**config.mk**
```make
export PLATFORM = sky130hd
export DESIGN_NAME = mul_arbiter
export DESIGN_NICKNAME = d
export VERILOG_FILES = /design/src/rtl/mul_arbiter.sv
export SDC_FILE = /design/constraint.sdc
export NUM_CORES = 1
export LEC_CHECK = 0
export BUFFER_PORTS_ARGS = -buffer_cell sky130_fd_sc_hd__buf_4
export CORE_AREA = 4 4 180 182
export DETAILED_ROUTE_END_ITERATION = 8
export DIE_AREA = 0 0 184 186
export SLEW_MARGIN = 20
export SYNTH_ARGS = -nofsm -noshare
export SYNTH_HDL_FRONTEND = slang
export SYNTH_SLANG_ARGS = --single-unit
```
**constraint.sdc**
```tcl
create_clock -name clk -period 1.8 [get_ports clk]
set_clock_uncertainty 0.05 [all_clocks]
set_input_delay 0.18 -clock clk [delete_from_list [all_inputs] [get_ports clk]]
set_output_delay 0.18 -clock clk [all_outputs]
set_load 0.02 [all_outputs]
```
**src/rtl/mul_arbiter.sv**
```systemverilog
// mul_arbiter: round-robin front end that shares one sequential multiplier among NREQ clients.
// Define MUL_ARB_TIMEOUT_EN to compile in a watchdog that aborts a job stuck waiting for mul_done.
module mul_arbiter #(
  parameter int N       = 32,
  parameter int NREQ    = 4,
  parameter int TIMEOUT = 48
) (
  input  logic                clk,
  input  logic                rst,
  input  logic [NREQ-1:0]     req,
  input  logic [NREQ*N-1:0]   req_a,
  input  logic [NREQ*N-1:0]   req_b,
  output logic [NREQ-1:0]     gnt,
  output logic [NREQ-1:0]     resp_valid,
  output logic [2*N-1:0]      resp_product,
  output logic                resp_err,
  output logic                mul_start,
  output logic [N-1:0]        mul_multiplicand,
  output logic [N-1:0]        mul_multiplier,
  input  logic [2*N-1:0]      mul_product,
  input  logic                mul_busy,
  input  logic                mul_done
);

  localparam int IW = (NREQ > 1) ? $clog2(NREQ) : 1;

  typedef enum logic [1:0] {
    S_IDLE,
    S_ISSUE,
    S_WAIT,
    S_RESP
  } state_t;

  state_t          r_state;
  state_t          w_state_next;

  logic [IW-1:0]   r_ptr;
  logic [IW-1:0]   r_winner;
  logic [NREQ-1:0] r_gnt;
  logic [NREQ-1:0] r_resp_valid;
  logic [2*N-1:0]  r_resp_product;
  logic            r_mul_start;
  logic [N-1:0]    r_mul_a;
  logic [N-1:0]    r_mul_b;

  logic [IW-1:0]   w_idx [NREQ];
  logic [NREQ-1:0] w_rot;
  logic [N-1:0]    w_req_a [NREQ];
  logic [N-1:0]    w_req_b [NREQ];
  logic [IW-1:0]   w_pick;
  logic [NREQ-1:0] w_pick_oh;
  logic [NREQ-1:0] w_win_oh;
  logic [IW-1:0]   w_ptr_next;
  logic            w_found;
  logic            w_take;
  logic            w_finish;
  logic            w_timeout;

  // w_rot[k] is the request that sits k places after the pointer, so the
  // lowest set bit of w_rot is the round-robin winner.
  generate
    for (genvar gi = 0; gi < NREQ; gi++) begin : g_client
      logic [IW:0] w_sum;
      assign w_sum         = {1'b0, r_ptr} + (IW+1)'(gi);
      assign w_idx[gi]     = (w_sum >= (IW+1)'(NREQ)) ? IW'(w_sum - (IW+1)'(NREQ)) : w_sum[IW-1:0];
      assign w_rot[gi]     = req[w_idx[gi]];
      assign w_req_a[gi]   = req_a[gi*N +: N];
      assign w_req_b[gi]   = req_b[gi*N +: N];
      assign w_pick_oh[gi] = (w_pick == IW'(gi));
      assign w_win_oh[gi]  = (r_winner == IW'(gi));
    end
  endgenerate

  always_comb begin
    w_pick = r_ptr;
    for (int k = NREQ - 1; k >= 0; k--) begin
      if (w_rot[k]) begin
        w_pick = w_idx[k];
      end
    end
  end

  assign w_found    = |req;
  assign w_ptr_next = (r_winner == IW'(NREQ - 1)) ? '0 : r_winner + 1'b1;

  always_ff @(posedge clk or negedge rst) begin
    if (!rst) begin
      r_state <= S_IDLE;
    end else begin
      r_state <= w_state_next;
    end
  end

  always_comb begin
    w_state_next = r_state;
    w_take       = 1'b0;
    w_finish     = 1'b0;
    case (r_state)
      S_IDLE: begin
        if (w_found && !mul_busy) begin
          w_take       = 1'b1;
          w_state_next = S_ISSUE;
        end
      end
      S_ISSUE: begin
        w_state_next = S_WAIT;
      end
      S_WAIT: begin
        if (mul_done || w_timeout) begin
          w_finish     = 1'b1;
          w_state_next = S_RESP;
        end
      end
      S_RESP: begin
        w_state_next = S_IDLE;
      end
      default: begin
        w_state_next = S_IDLE;
      end
    endcase
  end

  // gnt/mul_start and resp_valid are one-cycle pulses: cleared every cycle unless re-armed.
  always_ff @(posedge clk or negedge rst) begin
    if (!rst) begin
      r_ptr          <= '0;
      r_winner       <= '0;
      r_gnt          <= '0;
      r_resp_valid   <= '0;
      r_resp_product <= '0;
      r_mul_start    <= 1'b0;
      r_mul_a        <= '0;
      r_mul_b        <= '0;
    end else begin
      r_gnt        <= '0;
      r_resp_valid <= '0;
      r_mul_start  <= 1'b0;
      if (w_take) begin
        r_winner    <= w_pick;
        r_gnt       <= w_pick_oh;
        r_mul_start <= 1'b1;
        r_mul_a     <= w_req_a[w_pick];
        r_mul_b     <= w_req_b[w_pick];
      end
      if (w_finish) begin
        r_resp_valid   <= w_win_oh;
        r_resp_product <= w_timeout ? '0 : mul_product;
      end
      if (r_state == S_RESP) begin
        r_ptr <= w_ptr_next;
      end
    end
  end

`ifdef MUL_ARB_TIMEOUT_EN
  localparam int CW = $clog2(TIMEOUT + 1);

  logic [CW-1:0] r_wd_cnt;
  logic          r_resp_err;

  // Counter reads 0 in the first WAIT cycle; abort fires in the TIMEOUT-th WAIT cycle.
  always_ff @(posedge clk or negedge rst) begin
    if (!rst) begin
      r_wd_cnt   <= '0;
      r_resp_err <= 1'b0;
    end else begin
      r_wd_cnt   <= (r_state == S_WAIT) ? r_wd_cnt + 1'b1 : '0;
      r_resp_err <= w_finish && w_timeout;
    end
  end

  assign w_timeout = (r_state == S_WAIT) && !mul_done && (r_wd_cnt == CW'(TIMEOUT - 1));
  assign resp_err  = r_resp_err;
`else
  logic w_unused_timeout;
  assign w_unused_timeout = (TIMEOUT != 0);
  assign w_timeout        = 1'b0;
  assign resp_err         = 1'b0;
`endif

  assign gnt              = r_gnt;
  assign resp_valid       = r_resp_valid;
  assign resp_product     = r_resp_product;
  assign mul_start        = r_mul_start;
  assign mul_multiplicand = r_mul_a;
  assign mul_multiplier   = r_mul_b;

endmodule

```
* Word-level counts from Yosys, hierarchy flattened
Cells that the tools add are included.
W data, S select, Z words.
** Cells by class
- Add/subtract/negate cells :: 8
- Bitwise gates (word level) :: 1
- Reduce and logical (&&, ||, !) cells :: 7
- Equal/unequal tests :: 11
- Mux-type cells :: 33
- $lt $le $gt $ge :: 9
** Operators by type and width (number)
- $bmux W32 S2 :: 2
- $mux W32 :: 4
- $mux W2 :: 11
- $eq A2 B2 Y1 const B :: 6
- $ge A3 B3 Y1 const B :: 4
- $lt A2 B3 Y1 const B :: 4
- $mux W1 :: 9
- $bmux W1 S2 :: 4
- $mux W4 :: 2
- $pmux W2 S4 :: 1
- $sub A2 B1 Y2 const B :: 4
- $add A2 B2 Y3 const B :: 2
- $eq A2 B1 Y1 const B :: 3
- $logic_not A2 Y1 :: 3
- $ne A2 B2 Y1 const B :: 2
- $reduce_or A4 Y1 :: 1
- $add A2 B1 Y3 const B :: 1
- $ge A2 B3 Y1 const B :: 1
- $not A2 Y3 :: 1
- $add A2 B1 Y2 const B :: 1
- $reduce_and A2 Y1 :: 1
- $logic_and A1 B1 Y1 :: 1
- $logic_not A1 Y1 :: 1
** Word-level totals
- Register bits after elaboration :: 143
- Output and inout port bits :: 138
- Input bits :: 328

* Logic depth before layout (Yosys ltp)
Gate-level depths: netlist of run 1.
- Depth after elaboration :: 13
- Depth in mapped cells :: 9

* Worst setup path after synthesis of run 1
OpenSTA, ideal clock, no wires.
- Path kind :: flip-flop to flip-flop
- Start :: register r_ptr[1]
- End :: register r_mul_a[25], in the netlist mul_multiplicand[25]
- Cell stages (with the launch flop) :: 7
- Clock period less this slack :: 1.888 ns
- Arrival time :: 1.702 ns
- Path buffers :: 2
- Path slack :: -0.088 ns
- Cell sequence :: dfrtp_1 a22o_1 o32a_4 buf_6 buf_2 a2111oi_2 a211oi_2
** Between the ends
- Cells in the longest elaborated chain, start to end :: 13
- Elaborated cells on any way between the ends :: 31
- Classes of those cells :: add/sub: 7; order compare: 4; mux: 19; bitwise: 1
** Ends and longest elaborated chain
- from (decl) :: RTL line 37 : logic [IW-1:0] r_ptr;
- from (signal assigned) :: RTL line 150 : r_ptr <= w_ptr_next;
- $add A2 B2 Y3 :: RTL line 64 : assign w_sum = {1'b0, r_ptr} + (IW+1)'(gi);
- $ge A3 B3 Y1 / $sub A2 B1 Y2 (equally long branches) :: RTL line 65 : assign w_idx[gi] = (w_sum >= (IW+1)'(NREQ)) ? IW'(w_sum - (IW+1)'(NREQ)) : w_sum[IW-1:0];
- $mux W2 :: RTL line 65
- $bmux W1 S2 :: RTL line 66 : assign w_rot[gi] = req[w_idx[gi]];
- $mux W1 (implied by the code) :: RTL line 66
- $mux W2 (3 in series) :: RTL line 77 : if (w_rot[k]) begin
- $mux W2 * :: RTL line 77
- $not A2 Y3 (implied by the code) * :: RTL line 142 : r_mul_a <= w_req_a[w_pick];
- $bmux W32 S2 * :: RTL line 142
- $mux W32 (implied by the code) * (2 in series) :: RTL line 142
- to (signal assigned) :: RTL line 142
- to (decl) :: RTL line 43 : logic [N-1:0] r_mul_a;
Mark *: on every way between the ends. The rest lies on a longest branch, timed or not. The select of a mux whose other input is x is not followed.
A chain may end at the register's enable or synchronous reset.

* Worst setup path after layout of run 1
- Start :: register r_ptr[1]
- End :: register r_mul_a[6], in the netlist mul_multiplicand[6]
Same word-level chain as after synthesis.

==> run summary, run 1 <==
The count of endpoints failing hold in the final timing report was 0. The later-pin clock latency in the skew report is 0.42 ns. On the critical path, the stage with the largest delay is an instance of sky130_fd_sc_hd__dfrtp_2.

The startpoint of the most critical register-to-register path is r_ptr[1]. The tree is rooted in a sky130_fd_sc_hd__clkbuf_16. The worst path buffer plus inverter count came out at 2. For the met2 wire length, the log shows 18.9 mm.

The category of cells accounting for the largest share of critical-path delay was compound AO/OA/AOI/OAI gates. The top cell type by area accounts for 48.5% of the synthesized area. The total nets after synthesis was 979.

In this run the mean area of a mapped cell was 11.4 µm². Input and output buffers added on the ports amount to 464. The max-slew violation total from the final report was 0. Counting flops with an async set or reset pin after synthesis yields a share of 100%. The run finished, with violations left. The type of element capturing the critical path is a register. Wires add up to 35.3 mm. The cell that appears most often on the critical path is sky130_fd_sc_hd__buf_12.

Ranked by total cell area, the synthesized netlist is headed by sky130_fd_sc_hd__dfrtp_1 (49%), sky130_fd_sc_hd__mux2_2 (10%), sky130_fd_sc_hd__mux2i_1 (8.7%). The layout net count is 1566. The logs give 0.000722 V for the worst vdd rail ir drop and 0.837 for the routability-driven placement congestion ratio. The arrival time at the worst endpoint was 2.27 ns. The critical path starts at r_ptr[1]. Measured along the y axis, the die boundary spans 186 µm.

For the data required time at the worst endpoint, the log shows 2.03 ns. Synthesis produced a netlist whose cell count is 644. During synthesis, Yosys emitted a total of 0 warnings. The biggest cell delay along the critical path is 0.43 ns.

The checks that failed: negative setup slack. The leading cell type by number of instances after synthesis is sky130_fd_sc_hd__dfrtp_1. The class of the most critical setup path is reg2reg. Counting along the longest clock path gives a buffer depth of 2. The post-synthesis sequential area ratio is 48.5%. At the placement stage, the worst setup path has a slack of -0.484 ns.

The number of max-cap violations came out at 0. The detail route stage leaves a number of antenna-violating nets equal to 0. Derived from the worst setup path, the maximum achievable clock frequency is 491 MHz. In this run the power density over the cells is 1570 mW/mm². The tools report the count of final setup violators as 65.

The number of ports placed on the die boundary is 466, and the synthesis-stage register bit count is 143. The first global-routing pass estimated 49.3 mm of wire. Yosys mapped a number of flops with a built-in enable equal to 0. The startpoint identified for the worst hold timing path is req_b[11]. The critical path goes through nand2_2 -> a221oi_4 -> nand2_4 -> buf_12 -> buf_12 -> a2111oi_4 -> a211oi_2. The die is 184 µm wide. Setup repair after global routing could not meet its margin everywhere. The wire length per cell was 21.5 µm; the power after layout was 23.8 mW.

The worst path setup slack after routing is -0.236 ns, and the global routing usage summed across all routing layers is 18.7%. The tools report the largest net degree at the start of global routing as 70. Number of buffers created by CTS: 17. Yosys mapped the design onto 32 distinct sky130hd cell types. After clock tree synthesis, the clock-pin slew on the worst setup and hold paths is 0.08 ns. Counting instances in the post-synthesis netlist gives the leading cell types as sky130_fd_sc_hd__dfrtp_1 (143), sky130_fd_sc_hd__and3_1 (70), sky130_fd_sc_hd__nor2_1 (69).

The largest total area in the synthesized netlist belongs to sky130_fd_sc_hd__dfrtp_1. After detailed routing, the number of remaining DRC violations is 0. The total global routing overflow is 0, and the maximum net fanout on the critical path is 11.

The logs give 143 for the clock sink total and 1 for the number of antenna violations at the first check in global routing. The floorplan step defined a core boundary enclosing 0.0306 mm². The routed design uses 2.58 mm of met3 wire. TritonCTS built the clock tree.

The initialized floorplan defines 64 standard-cell rows. The detailed-route via count is 7837, and the mean number of vias per cell is 4.78. The H-tree was split into 4 levels. The highest metal layer carrying signal wires in the routed design is met4. The logs give 24.1 mm for the post-DP HPWL and 24.1% for the starting density of the core.

The floorplan step defined a die boundary enclosing 0.0342 mm². Summed over all cells, the static leakage comes to 6.75 nW. Number of optimization iterations in the first detailed-route pass: 4. The area growth from synthesis to final layout works out to 105%. The minimum clock period after layout was 2.04 ns. The share of layout cells above drive strength 1 was 64.6%.

The tools report the initial DRC count as 220. The most used flip-flop cell after synthesis is sky130_fd_sc_hd__dfrtp_1. STA classifies the critical path startpoint as a register. For the netlist area before placement, the log shows 0.00737 mm². The via count of the first global-routing pass is 8337, and the portion of the clock cycle consumed by the worst path in the final layout is 113%. In the final routing, the length of wire on met1 measures 13.0 mm.

The path category of the worst min-delay check was in2reg.
-- area by class of cell --
type | instances | area (µm²)
well taps | 396 | 495
diodes | 1 | 2.50
multi-input cells | 434 | 4930
flip-flops and latches | 143 | 3580
clock inverters | 15 | 193
clock buffers | 17 | 425
repair buffers | 628 | 5440
fillers | 2691 | 15500
inverters | 7 | 26.3
-- cell usage in the layout, fill, tap and decap left out, drive strengths merged --
| master | count |
|---|---|
| o32a | 3 |
| nor4 | 1 |
| clkinv | 9 |
| a221oi | 1 |
| o22a | 1 |
| a2111oi | 64 |
| mux2i | 64 |
| nor2b | 4 |
| buf | 558 |
| inv | 12 |
| nand2 | 6 |
| o21ai | 3 |
| o22ai | 1 |
| dlygate4sd3 | 66 |
| and2 | 3 |
| nor3 | 2 |
| clkbuf | 21 |
| clkinvlp | 1 |
| nor2 | 69 |
| a21oi | 2 |
| ha | 7 |
| a21o | 1 |
| a211oi | 64 |
| mux2 | 66 |
| conb | 1 |
| dfrtp | 143 |
| diode | 1 |
| and3 | 70 |
| a22o | 1 |
-- cell families (layout without fill, tap and decap cells) --
logic type	after synthesis	after routing	synth area share, %
multiplexers	130	130	18.8
AND/OR/NAND/NOR	154	155	10.5
adder cells (fa/ha/maj)	7	7	1.19
flip-flops	143	143	48.5
AO/OA/AOI/OAI	139	141	16.4
buffers and inverters	70	667	4.55
other	1	2	0.0509
-- layer usage --
| metal | global-route usage [%] | vias to the layer above |
|---|---|---|
| met4 | 5.03 | 0 |
| met2 | 35.1 | 346 |
| met5 | 0 | - |
| met1 | 20.8 | 3799 |
| li1 | - | 3648 |
| met3 | 5.22 | 44 |
-- power breakdown --
part,total [mW],internal (mW),switching (mW)
Sequential,5.75,4.79,0.960
Clock,3.66,1.89,1.77
Combinational,14.3,6.81,7.53
-- registers in the layout (all words and copies together) (netlist names) --
register	flops
resp_product	64
mul_multiplicand	32
mul_multiplier	32
gnt	4
resp_valid	4
r_ptr	2
r_state	2
r_winner	2
mul_start	1
-- stage by stage --
step | cell area [µm²] | instances | setup TNS [ns] | util, % | hold WS (ns)
3_3_place_gp | 12300 | 1513 | -11.81 | 40.3 | 0.0569
2_1_floorplan | 7890 | 644 | -1.91 | - | -0.166
6_report | 15100 | 1641 | -10.89 | 49.3 | 0.0222
4_1_cts | 14700 | 1632 | -11.20 | 47.9 | 0.0131
5_1_grt | 15100 | 1641 | -15.48 | 49.3 | 0.0192
3_5_place_dp | 12300 | 1513 | -14.51 | 40.3 | 0.0610
-- worst register-to-register path, stage by stage (launching register included) --
cell and delay [ns]:
sky130_fd_sc_hd__dfrtp_2 0.43, sky130_fd_sc_hd__nand2_2 0.08, sky130_fd_sc_hd__a221oi_4 0.37, sky130_fd_sc_hd__nand2_4 0.15, sky130_fd_sc_hd__buf_12 0.19, sky130_fd_sc_hd__buf_12 0.18
sky130_fd_sc_hd__a2111oi_4 0.39, sky130_fd_sc_hd__a211oi_2 0.09
-- path summary, 6_finish.rpt --
check	to	slack [ns]	depth (start not counted)
max	mul_multiplicand[6]	-0.24	7
min reg2reg	resp_product[27]	0.46	1
max reg2reg	mul_multiplicand[6]	-0.24	7
min in group asynchronous	resp_product[51]	0.19	2
max in group asynchronous	mul_multiplier[17]	0.88	3
min	mul_multiplier[11]	0.02	3
-- what timing repair did --
| item | CTS | global route |
|---|---|---|
| setup buffers | 15 | 6 |
| gates cloned | 6 | 5 |
| gates resized for setup | 135 | 51 |
| setup endpoints to repair | 69 | 69 |
| pin swaps | 24 | 40 |
| hold buffers | 66 | 0 |
| endpoints found under the hold margin | 163 | 0 |
(Power assumes the default switching activity.)
==> inputs of run 2 (changes only) <==
REMOVE_ABC_BUFFERS = 1   (was default)
==> run 2 against run 1 <==
Against the previous run: the flow still finishes with violations (negative setup slack); register-to-register slack got worse by 0.02 ns; final cell count about the same; routed wire length grew 0.29%; clock-buffer cell count grew 1; sequential share of layout area up 0.30 points; critical path depth decreased by 1; sequential cell count unchanged; worst setup slack got worse by 0.018 ns; clock power up 2%; critical endpoint is now mul_multiplicand[27].
==> run summary, run 2 (same netlist as run 1, synthesis figures left out) <==
After routing the design area is 0.0149 mm². The critical hold path startpoint is req_a[3]. The post-DP HPWL came out at 24.6 mm. The type of element capturing the critical path was a register. The first routing iteration left 253 violations. The tools report the capture point of the worst reg-to-reg path as mul_multiplicand[27].

Capture endpoint of the worst hold path: mul_multiplicand[3]. The run gives -13.17 ns as the aggregate negative setup slack. The total area inside the core boundary comes to 0.0306 mm².

Across all hold checks on the routed design, the worst slack comes to 0.0426 ns. The run finished, with violations left. The clock sink total is 143, and the via count of the first global-routing pass is 8372. The wire length per cell works out to 21.6 µm. Counting cells, the worst reg-to-reg path comes to 6. Along the worst path, the maximum fanout reaches 20. The startpoint of the most critical register-to-register path was r_ptr[1].

In the routed design, unresolved DRC markers number 0. For this run, the top clock speed supported by timing is 487 MHz. The tools report the max-slew violation total from the final report as 0. After global routing the overflow that remains totals 0. The number of placement rows is 64. The final reports fail on negative setup slack. The worst hold path was traced through 3 stages.

The routed layout has 7867 vias. Data on the critical path is required at its endpoint by 2.04 ns. In this run the power density over the cells is 1590 mW/mm². Data arrives at the worst endpoint at 2.30 ns. In the final layout, the share of cells above drive strength 1 is 63.3%. The number of clock buffers added by TritonCTS is 17.

Of the available clock period, the critical path in the final layout requires 114%. The count of nets left with antenna violations once routing finished came out at 0. The longest clock path from root to sink contains 2 buffers. The later-pin clock latency in the skew report was 0.42 ns.

The path class of the tightest hold or removal check is in2reg. The area growth from synthesis to final layout came out at 102%. The final layout contains 1566 nets.

The placed instances occupy a cell area of 0.0119 mm². The fraction of the core area covered by cells at the end of the flow is 48.7%, and the number of I/O port buffers is 464. Power comes to 23.7 mW.

In this run the clock root is driven by a sky130_fd_sc_hd__clkbuf_16. The worst setup path is of the reg2reg kind. The worst path setup slack after routing was -0.253 ns. The type of origin of the critical path is a register. Entering global routing, the biggest net connects 46 pins. Number of antenna violations at the first check in global routing: 1. Setup repair after global routing could not meet its margin everywhere. The die is 186 µm tall. The library cell used most frequently in the layout, excluding fill and tap cells, is sky130_fd_sc_hd__buf_4. The setup slack on the worst flop-to-flop path came out at -0.25 ns. The routability-driven placement congestion ratio is 0.760, and the sum of routed wire length over all layers is 35.4 mm. The run gives 0 as the count of endpoints failing hold in the final timing report. The number of antenna diodes in the final layout is 0. The tools report the die area as 0.0342 mm². After detailed routing, the number of vias per cell comes to 4.80.

Level count of the clock H-tree: 4. The minimum clock period after layout is 2.05 ns, and the number of max-cap violations is 0. 466 I/O pins were placed. The clock-pin slew on the worst setup and hold paths works out to 0.07 ns. The number of flip-flops under the largest register name is 64.

Leaving out fill and tap cells, the most frequent cells in the layout are sky130_fd_sc_hd__buf_4 (510), sky130_fd_sc_hd__dfrtp_1 (141), sky130_fd_sc_hd__nor2_1 (69), sky130_fd_sc_hd__and3_1 (69). The global-route wire length before repair is 49.3 mm. Global routing used 18.7% of the available tracks. The number of optimization iterations in the first detailed-route pass is 5, and the starting density of the core is 24.1%.

In this run the static leakage power is 6.75 nW. Across the VDD grid, the largest voltage drop is 0.000643 V. The die is 184 µm wide.

TritonCTS built the clock tree. The count of final setup violators came out at 65.
run 2: worst max-delay path, stage by stage, from the launching register on:
cell                        delay, ns
sky130_fd_sc_hd__dfrtp_2         0.45
sky130_fd_sc_hd__a22o_1          0.25
sky130_fd_sc_hd__o32a_4          0.38
sky130_fd_sc_hd__buf_12          0.20
sky130_fd_sc_hd__buf_8           0.15
sky130_fd_sc_hd__a2111oi_4       0.35
sky130_fd_sc_hd__a211oi_2        0.08
run 2: metal layers:
metal | wire (µm) | global-route usage [%]
met4 | 564 | 4.35
met2 | 18000 | 33.4
met1 | 14100 | 22.4
met3 | 2700 | 5.04
met5 | 20 | 0
run 2: worst max path at each step:
stage	from	endpoint	slack, ns	depth (start not counted)
CTS	r_ptr[0]	mul_multiplier[25]	-0.25	8
detailed placement	r_ptr[1]	mul_multiplier[29]	-0.64	7
global placement	r_ptr[1]	mul_multiplier[29]	-0.60	7
floorplan	r_ptr[1]	mul_multiplier[13]	-4.53	5
finish	r_ptr[1]	mul_multiplicand[27]	-0.25	6
global route	r_ptr[1]	mul_multiplier[29]	-0.32	7
run 2: power by group:
group	switching (mW)	total, mW	internal (mW)	leakage (nW)
clock	1.60	3.74	2.13	0.287
combinational	7.42	14.2	6.81	4.80
sequential	0.945	5.74	4.80	1.66
total	9.97	23.7	13.7	6.75
run 2: layout make-up:
| class | count | area [µm²] |
|---|---|---|
| Fill cell | 2682 | 15700 |
| Timing Repair Buffer | 630 | 5470 |
| Multi-Input combinational cell | 432 | 4720 |
| Sequential cell | 143 | 3580 |
| Tap cell | 396 | 495 |
| Clock buffer | 18 | 439 |
| Clock inverter | 14 | 173 |
| Inverter | 7 | 26.3 |
run 2: metrics by stage:
step	worst slack, ns	std cells
3_3_place_gp	-0.603	1516
4_1_cts	-0.246	1622
3_5_place_dp	-0.644	1516
6_report	-0.253	1640
5_1_grt	-0.323	1640
2_1_floorplan	-4.53	581
run 2: what timing repair did:
item | 4_1_cts | 5_1_grt
resized for setup | 157 | 103
endpoints found under the hold margin | 122 | 0
hold buffers | 66 | 0
setup buffers | 7 | 9
gates cloned | 2 | 9
pin swaps | 33 | 26
endpoints found under the setup margin | 67 | 69
